<file path="config.mk">
export PLATFORM = sky130hd
export DESIGN_NAME = rhd_sample_packetizer
export DESIGN_NICKNAME = d
export VERILOG_FILES = /design/src/rtl/rhd_sample_packetizer.sv
export SDC_FILE = /design/constraint.sdc
export NUM_CORES = 1
export LEC_CHECK = 0
export BUFFER_PORTS_ARGS = -buffer_cell sky130_fd_sc_hd__buf_2
export CAP_MARGIN = 10
export CORE_MARGIN = 3
export CORE_UTILIZATION = 40
export DETAILED_ROUTE_END_ITERATION = 8
export GPL_TIMING_DRIVEN = 0
export MAX_ROUTING_LAYER = met4
export PLACE_DENSITY_LB_ADDON = 0.05
export SLEW_MARGIN = 10
export SYNTH_ARGS = -nofsm -noshare
export SYNTH_HDL_FRONTEND = slang
export SYNTH_SLANG_ARGS = --single-unit
</file>
<file path="constraint.sdc">
create_clock -name rhd_aclk -period 2.52 [get_ports rhd_aclk]
set_clock_uncertainty 0.15 [all_clocks]
set_input_delay 0.252 -clock rhd_aclk [delete_from_list [all_inputs] [get_ports rhd_aclk]]
set_output_delay 0.252 -clock rhd_aclk [all_outputs]
set_load 0.01 [all_outputs]
</file>
<file path="src/rtl/rhd_sample_packetizer.sv">
// rhd_sample_packetizer
//   Frames RHD channel samples into DMA-ready AXI-Stream packets. Every frame
//   is a 64-bit magic header (low word first), an optional frame counter word,
//   then NUM_CH channel words. batch_size frames form one packet ended by tlast.
//
//   Optional feature macro: RHD_PKT_TIMESTAMP_EN
//     defined   -> a frame-counter word follows the header (NUM_CH+3 words/frame)
//     undefined -> no counter word (NUM_CH+2 words/frame); frame_cnt still counts
//
// Ports
//   rhd_aclk, rhd_aresetn        clock, async-assert active-low reset
//   enable                       packetizing enable (level, honoured between packets)
//   batch_size[7:0]              frames per packet, sampled at packet start, 0 -> 1
//   s_tdata/s_tvalid/s_tready    sample stream from the capture stage
//   s_tlast                      capture-side end-of-frame, compared only
//   m_axis_tdata/tvalid/tready/tlast  packet stream to the DMA
//   err_clr                      clears err_len (a coincident new error wins)
//   err_len                      sticky frame-length error
//   frame_cnt[31:0]              frames emitted since reset
module rhd_sample_packetizer #(
  parameter int          NUM_CH = 32,
  parameter logic [63:0] MAGIC  = 64'hC691_1999_2813_49AB
) (
  input  logic        rhd_aclk,
  input  logic        rhd_aresetn,
  input  logic        enable,
  input  logic [7:0]  batch_size,
  input  logic [31:0] s_tdata,
  input  logic        s_tvalid,
  output logic        s_tready,
  input  logic        s_tlast,
  output logic [31:0] m_axis_tdata,
  output logic        m_axis_tvalid,
  input  logic        m_axis_tready,
  output logic        m_axis_tlast,
  input  logic        err_clr,
  output logic        err_len,
  output logic [31:0] frame_cnt
);

  localparam int CW = (NUM_CH > 1) ? $clog2(NUM_CH) : 1;

  typedef enum logic [2:0] {
    IDLE   = 3'd0,
    HDR_LO = 3'd1,
    HDR_HI = 3'd2,
`ifdef RHD_PKT_TIMESTAMP_EN
    TS     = 3'd3,
`endif
    DATA   = 3'd4
  } state_t;

  state_t          state_reg;
  logic [CW-1:0]   ch_reg;
  logic [7:0]      fib_reg;
  logic [7:0]      bs_q_reg;
  logic [31:0]     tdata_reg;
  logic            tvalid_reg;
  logic            tlast_reg;
  logic            err_reg;
  logic [31:0]     fcnt_reg;

  // Output register can take a new word this cycle.
  logic       out_ok;
  logic       in_fire;
  logic       last_ch;
  logic       last_frame;
  logic [7:0] bs_eff;

  assign out_ok     = !tvalid_reg || m_axis_tready;
  assign in_fire    = (state_reg == DATA) && s_tvalid && out_ok;
  assign last_ch    = (ch_reg == CW'(NUM_CH - 1));
  // 9-bit compare so fib+1 cannot wrap when bs_q is 255.
  assign last_frame = (({1'b0, fib_reg} + 9'd1) == {1'b0, bs_q_reg});
  assign bs_eff     = (batch_size == 8'd0) ? 8'd1 : batch_size;

  assign s_tready      = (state_reg == DATA) && out_ok;
  assign m_axis_tdata  = tdata_reg;
  assign m_axis_tvalid = tvalid_reg;
  assign m_axis_tlast  = tlast_reg;
  assign err_len       = err_reg;
  assign frame_cnt     = fcnt_reg;

  always_ff @(posedge rhd_aclk or negedge rhd_aresetn) begin
    if (!rhd_aresetn) begin
      state_reg  <= IDLE;
      ch_reg     <= '0;
      fib_reg    <= 8'd0;
      bs_q_reg   <= 8'd1;
      tdata_reg  <= 32'd0;
      tvalid_reg <= 1'b0;
      tlast_reg  <= 1'b0;
      err_reg    <= 1'b0;
      fcnt_reg   <= 32'd0;
    end else begin
      // Word taken by the DMA; any load below overrides this.
      if (m_axis_tready) begin
        tvalid_reg <= 1'b0;
      end

      // Length check: set has priority over clear.
      if (in_fire && (s_tlast != last_ch)) begin
        err_reg <= 1'b1;
      end else if (err_clr) begin
        err_reg <= 1'b0;
      end

      case (state_reg)
        IDLE: begin
          // The low magic word is loaded on the exit edge itself so tvalid
          // rises one cycle after the start condition; the FSM then continues
          // with the high word.
          if (enable && s_tvalid && out_ok) begin
            bs_q_reg   <= bs_eff;
            fib_reg    <= 8'd0;
            tdata_reg  <= MAGIC[31:0];
            tvalid_reg <= 1'b1;
            tlast_reg  <= 1'b0;
            state_reg  <= HDR_HI;
          end
        end
        HDR_LO: begin
          if (out_ok) begin
            tdata_reg  <= MAGIC[31:0];
            tvalid_reg <= 1'b1;
            tlast_reg  <= 1'b0;
            state_reg  <= HDR_HI;
          end
        end
        HDR_HI: begin
          if (out_ok) begin
            tdata_reg  <= MAGIC[63:32];
            tvalid_reg <= 1'b1;
            tlast_reg  <= 1'b0;
`ifdef RHD_PKT_TIMESTAMP_EN
            state_reg  <= TS;
`else
            state_reg  <= DATA;
`endif
          end
        end
`ifdef RHD_PKT_TIMESTAMP_EN
        TS: begin
          if (out_ok) begin
            tdata_reg  <= fcnt_reg;
            tvalid_reg <= 1'b1;
            tlast_reg  <= 1'b0;
            state_reg  <= DATA;
          end
        end
`endif
        DATA: begin
          if (in_fire) begin
            tdata_reg  <= s_tdata;
            tvalid_reg <= 1'b1;
            tlast_reg  <= last_ch && last_frame;
            if (last_ch) begin
              ch_reg   <= '0;
              fcnt_reg <= fcnt_reg + 32'd1;
              if (last_frame) begin
                // Packet complete: enable is only honoured here.
                if (enable) begin
                  bs_q_reg  <= bs_eff;
                  fib_reg   <= 8'd0;
                  state_reg <= HDR_LO;
                end else begin
                  state_reg <= IDLE;
                end
              end else begin
                fib_reg   <= fib_reg + 8'd1;
                state_reg <= HDR_LO;
              end
            end else begin
              ch_reg <= ch_reg + CW'(1);
            end
          end
        end
        default: state_reg <= IDLE;
      endcase
    end
  end

endmodule

</file>
==> impl_metrics.toml, run 1 <==
[finish]
area_growth_pct = 36.2
n_fill_cell = 898
layout-drive-gt1-share_pct = 34.1
design_area_mm2 = 0.00581
regArea_mm2 = 0.00228
final_util_pct = 56.2
insertedDiodeCount = 0
multi_input_area_mm2 = 0.00195
num-nets-final = 618

[setup_path]
critPathLaunchType = "flop"
r2r-end = "bs_q_reg[1]$_DFFE_PN0P_"
worstPathMaxFanout = 8
crit_chain = "buf_6, xnor2_1, xnor2_1, a2111oi_2, and4_4, and2_4, o21ai_4, buf_12, mux2_4"
cpLargestDelayFamily = "simple AND/OR/NAND/NOR gates"
r2r-start = "fib_reg[2]$_DFFE_PN0P_"
cp_num_buf_inv = 2
cp_slowest_cell = "dfrtp_1"
critPathCaptureType = "flop"
cp.arrival_ns = 2.53
worstPathRequired_ns = 2.61
rrSetupSlack_ns = 0.08
cp.depth = 9
cpMostUsedCell = "xnor2_1"
reg2regPathDepth = 9
slowest_delay_ns = 0.38
crit_type = "flop to flop"

[clocking]
numCtsBuffers = 9
insertion_delay_ns = 0.36
cts_tree = "yes"
clk_root_buffer_cell = "clkbuf_8"
clk_path_buf_depth = 2
clock_sinks = 91
clk_pin_slew_ns = 0.09
cts-htree-levels = 3

[sta]
setup_tns_ns = 0
tightest_slew_ns = 0.601
clock.fmax_mhz = 410
finalCritPeriodShare_pct = 96.7
slew_violations = 0
setup_viol = 0
hold_violations = 0
grt_setup_unrepaired = "yes"
period_needed_ns = 2.44
max-slew-margin-rel_pct = 59.9

[floorplan]
start_util_pct = 41.3
io_pins = 115
dieArea_mm2 = 0.0119
placementRows = 37
core-area_mm2 = 0.0103
die_y_um = 109
die_w_um = 109

[min_path]
hold_end = "err_len$_DFFE_PN0P_"
holdPathStages = 3
hold_start = "s_tlast"
hold_class = "input pin to flop"

[global_route]
track_usage_pct = 18.5
grt_antenna_before_repair = 0
overflow = 0
grt_pass1_wl_um = 17100
grt_max_degree = 61
grt_pass1_vias = 3537

[routing]
postRouteWirelength_um = 10300
wl_per_cell_um = 14.6
drt_iter0_markers = 211
drc_errors = 0
vias = 3565
antenna_left = 0
first_pass_iters = 4
via_per_inst = 5.04

[synthesis]
synth-seq-area-share_pct = 53.4
synth_edf_count = 0
synth.distinct_cells = 52
synth_warnings = 0
synth-seq-cells = 91
async_flop_share_pct = 100
synth_nets = 449
syn_area_mm2 = 0.00426
synthFlopType = "dfrtp_1"
syn_area_per_cell_um2 = 10.7
syn_inst = 398

[pwr]
power_frac_comb_pct = 36.6
p_sw_mw = 1.70
power.share.clock_pct = 22.3
max-vdd-ir-drop_mv = 0.421
p_sw_share_pct = 34.0
p_int_mw = 3.31
powerDensity_mw_per_mm2 = 863
seq_power_share_pct = 41.1
p_leak_nw = 2.83

[place]
portBuffers = 114
dp_hpwl_um = 7000
gp_congestion = 0.812
dpl_cell_area_mm2 = 0.00503

[status]
status = "finished, final reports clean"

[run]
max_cap_violations = 0
what timing repair did:
item	CTS	global route
pin swaps	10	15
gates resized for setup	12	22
hold endpoints to repair	61	0
hold buffers	31	0
buffers inserted	9	7
gates cloned	0	1
setup endpoints to repair	42	55
cells by family after synthesis:
family,Yosys count,synth area share (%)
and+or+nand+nor,123,14.4
xor gates and xnor gates,46,9.45
DFF,91,53.4
adders and majority gates,4,1.17
AOI/OAI and AO/OA,90,14.9
buffers and inverters,32,3.46
muxes,12,3.14
metal layers:
layer | up-vias | global-route usage [%] | routed length (µm)
met5 | - | - | 0
li1 | 1750 | - | -
met3 | 16 | 3.37 | 417
met1 | 1716 | 24.1 | 4830
met2 | 83 | 28.9 | 4880
met4 | 0 | 7.21 | 177
stage by stage:
| step | cells | hold WS (ns) | setup slack [ns] | power (mW) |
|---|---|---|---|---|
| floorplan | 398 | -0.194 | 0.00763 | 3.20 |
| global placement | 648 | 0.298 | -0.516 | 3.74 |
| detailed placement | 649 | 0.0796 | -0.555 | 3.78 |
| CTS | 704 | 0.00600 | -0.0565 | 5.02 |
| global route | 708 | 0.0215 | -0.114 | 5.40 |
| finish | 708 | 0.0199 | 0.0820 | 5.01 |
synth_stat cells (all sizes together) (2+ instances only):
cell type | count | area (µm²)
nand2 | 38 | 145
and3 | 11 | 70.1
dfrtp | 90 | 2250
mux2 | 8 | 93.8
a22o | 16 | 140
a221o | 2 | 20.0
nor2 | 27 | 101
inv | 11 | 41.3
xor2 | 15 | 131
and2 | 2 | 15.0
nand3 | 14 | 70.1
nor4 | 2 | 12.5
nor3b | 4 | 35.0
a21oi | 13 | 65.1
o22a | 8 | 70.1
clkbuf | 13 | 48.8
xnor2 | 31 | 272
nand2b | 2 | 12.5
o22ai | 2 | 12.5
buf | 8 | 57.6
and4 | 4 | 37.5
a21o | 7 | 52.6
mux2i | 4 | 40.0
a31oi | 9 | 56.3
o21ai | 23 | 126
nand4 | 7 | 43.8
ha | 4 | 50.1
nor3 | 8 | 40.0
power by group through the flow:
| stage | combinational (mW) | clock, mW | sequential (mW) |
|---|---|---|---|
| 2_1_floorplan | 1.03 | 0 | 2.17 |
| 3_3_place_gp | 1.66 | 0 | 2.08 |
| 3_5_place_dp | 1.70 | 0 | 2.08 |
| 4_1_cts | 1.81 | 1.16 | 2.05 |
| 5_1_grt | 2.06 | 1.23 | 2.11 |
| 6_report | 1.83 | 1.12 | 2.06 |
worst min-delay path, stage by stage:
cell	delay (ns)
buf_2	0.08
xnor2_1	0.05
o22ai_1	0.10
worst max path at each step:
stage	start	endpoint	slack (ns)
5_1_grt	ch_reg[0]$_DFFE_PN0P_	frame_cnt[24]$_DFFE_PN0P_	-0.11
2_1_floorplan	ch_reg[0]$_DFFE_PN0P_	frame_cnt[30]$_DFFE_PN0P_	0.008
4_1_cts	ch_reg[0]$_DFFE_PN0P_	frame_cnt[24]$_DFFE_PN0P_	-0.06
3_3_place_gp	ch_reg[0]$_DFFE_PN0P_	frame_cnt[24]$_DFFE_PN0P_	-0.52
3_5_place_dp	ch_reg[0]$_DFFE_PN0P_	frame_cnt[24]$_DFFE_PN0P_	-0.56
6_report	fib_reg[2]$_DFFE_PN0P_	bs_q_reg[1]$_DFFE_PN0P_	0.08
layout make-up:
cell class	count	area share (%)
inverter	11	0.711
tap	136	2.93
sequential	91	39.3
clock buffer	11	2.44
clock inverter	5	1.47
multi-input combinational	275	33.7
timing repair buffer	162	17.9
buffer	17	1.59
layout by cell type (no fill, tap or decap), drive strengths merged, types with 9 or more instances in the layout:
cell type    instances
buf                136
dfrtp               90
nand2               38
dlygate4sd3         31
xnor2               31
nor2                27
o21ai               23
clkbuf              23
a22o                16
xor2                15
nand3               14
a21oi               13
inv                 12
and3                11
a31oi                9
Power figures use the tool's default switching activity.
==> inputs of run 2 (changes only) <==
--- a/config.mk
+++ b/config.mk
@@ -11,9 +11,11 @@
 export CORE_UTILIZATION = 40
 export DETAILED_ROUTE_END_ITERATION = 8
 export GPL_TIMING_DRIVEN = 0
+export HOLD_SLACK_MARGIN = 0.12
 export MAX_ROUTING_LAYER = met4
 export PLACE_DENSITY_LB_ADDON = 0.05
 export SLEW_MARGIN = 10
 export SYNTH_ARGS = -nofsm -noshare
 export SYNTH_HDL_FRONTEND = slang
 export SYNTH_SLANG_ARGS = --single-unit
+export TNS_END_PERCENT = 30
==> run 2 against run 1 <==
Combinational power barely moved. Die area did not move. Clock power is essentially flat. Utilization increased by 0.61 points. Register-to-register slack lost 0.06 ns. Clock-buffer cell count is the same. Critical path depth unchanged. Flip-flop and latch count unchanged. Critical path type unchanged. Critical endpoint unchanged. Highest routed layer unchanged.
==> impl_metrics.toml, run 2 (same netlist as run 1, synthesis figures left out) <==
[place]
dp_cells = 649
dpl_cell_area_mm2 = 0.00503
dp_slack_ns = -0.555
portBuffers = 114
dp_hpwl_um = 7000
gp_congestion = 0.812

[pwr]
seq_power_share_pct = 41.4
power_frac_comb_pct = 36.2
p_sw_mw = 1.70
p_int_mw = 3.30
power.share.clock_pct = 22.4
p_leak_nw = 2.85
powerDensity_mw_per_mm2 = 852
max-vdd-ir-drop_mv = 0.423
p_total_mw = 5.00
p_sw_share_pct = 34.0

[setup_path]
critPathCaptureType = "flop"
worstPathMaxFanout = 8
cp.arrival_ns = 2.59
critPathLaunchType = "flop"
crit_type = "flop to flop"
worstPathRequired_ns = 2.61

[routing]
drc_errors = 0
postRouteWirelength_um = 10400
first_pass_iters = 4
antenna_left = 0
vias = 3592
drt_iter0_markers = 201
wl_per_cell_um = 14.6
via_per_inst = 5.03

[global_route]
overflow = 0
grt_pass1_vias = 3594
track_usage_pct = 18.8
grt_antenna_before_repair = 0
grt_max_degree = 61
grt_pass1_wl_um = 17300

[sta]
hold_violations = 0
finalCritPeriodShare_pct = 99.0
clock.fmax_mhz = 401
grt_setup_unrepaired = "yes"
setup_ws_ns = 0.0252
tightest_slew_ns = 0.606
max-slew-margin-rel_pct = 59.6
setup_viol = 0
period_needed_ns = 2.49
slew_violations = 0
whs_ns = 0.138

[clocking]
insertion_delay_ns = 0.35
cts_tree = "yes"
clk_pin_slew_ns = 0.10
clk_root_buffer_cell = "clkbuf_8"
cts-htree-levels = 3
numCtsBuffers = 9
clock_sinks = 91
clk_path_buf_depth = 2

[floorplan]
io_pins = 115
placementRows = 37
die_y_um = 109
dieArea_mm2 = 0.0119
core-area_mm2 = 0.0103
die_w_um = 109
start_util_pct = 41.3

[finish]
insertedDiodeCount = 0
final_cell_mix = "114 x buf_2, 89 x dfrtp_1, 41 x dlygate4sd3_1"
regArea_mm2 = 0.00228
num-nets-final = 624
final_common_cell = "buf_2"
multi_input_area_mm2 = 0.00194
design_area_mm2 = 0.00587
n_fill_cell = 885
instances_no_fill = 714
layout-drive-gt1-share_pct = 32.7
area_growth_pct = 37.7

[status]
status = "finished, final reports clean"

[run]
max_cap_violations = 0

[min_path]
hold_class = "input pin to flop"
==> run 2: metrics by stage <==
stage,util [%],TNS [ns]
after floorplan,-,0
after global routing,56.8,-1.50
final,56.8,0
after detailed placement,48.8,-7.93
after global placement,48.5,-6.87
after CTS,55.9,-0.192
==> run 2: final timing paths <==
path,from,end,slack (ns),cells past startpoint
max,fib_reg[0]$_DFFE_PN0P_,bs_q_reg[1]$_DFFE_PN0P_,0.03,9
min,s_tdata[5],m_axis_tdata[5]$_DFFE_PN0P_,0.14,4
max reg2reg,fib_reg[0]$_DFFE_PN0P_,bs_q_reg[1]$_DFFE_PN0P_,0.03,9
min reg2reg,frame_cnt[31]$_DFFE_PN0P_,frame_cnt[31]$_DFFE_PN0P_,0.32,1
max in group asynchronous,rhd_aresetn,bs_q_reg[0]$_DFFE_PN1P_,1.31,3
min in group asynchronous,rhd_aresetn,m_axis_tdata[22]$_DFFE_PN0P_,0.21,2
==> run 2: power by group through the flow <==
stage / logic, mW / registers (mW) / clock network [mW]
after floorplan: 1.03 / 2.17 / 0
after global placement: 1.66 / 2.08 / 0
after detailed placement: 1.70 / 2.08 / 0
after CTS: 1.79 / 2.06 / 1.16
after global routing: 2.04 / 2.12 / 1.23
final: 1.81 / 2.07 / 1.12
==> run 2: layout make-up <==
type / count / area share (%)
multi-input cells: 275 / 33.1
flip-flops and latches: 91 / 38.8
clock inverters: 5 / 1.45
well taps: 136 / 2.90
plain buffers: 18 / 1.77
clock buffers: 11 / 2.41
repair buffers: 167 / 18.8
inverters: 11 / 0.704
==> run 2: worst max-delay path, cell delays in order, from the launching register on <==
cell and delay, ns:
dfrtp_2 0.47, ha_4 0.18, buf_6 0.13, xnor2_1 0.13, a2111oi_2 0.36, and4_4 0.29
and2_4 0.18, o21ai_4 0.07, buf_12 0.15, mux2_4 0.29
==> run 2: timing repair <==
item | CTS | global route
buffers inserted | 7 | 4
hold endpoints to repair | 128 | 0
endpoints found under the setup margin | 42 | 56
hold buffers | 41 | 0
pin swaps | 11 | 12
gates resized for setup | 15 | 18
==> run 2: layer usage <==
metal	vias to the layer above	part of all wire [%]	global-route usage (%)
met4	0	1.8	7.21
li1	1760	-	-
met2	91	47	29.7
met3	17	4.1	3.49
met1	1724	47	24.0
met5	-	0	-
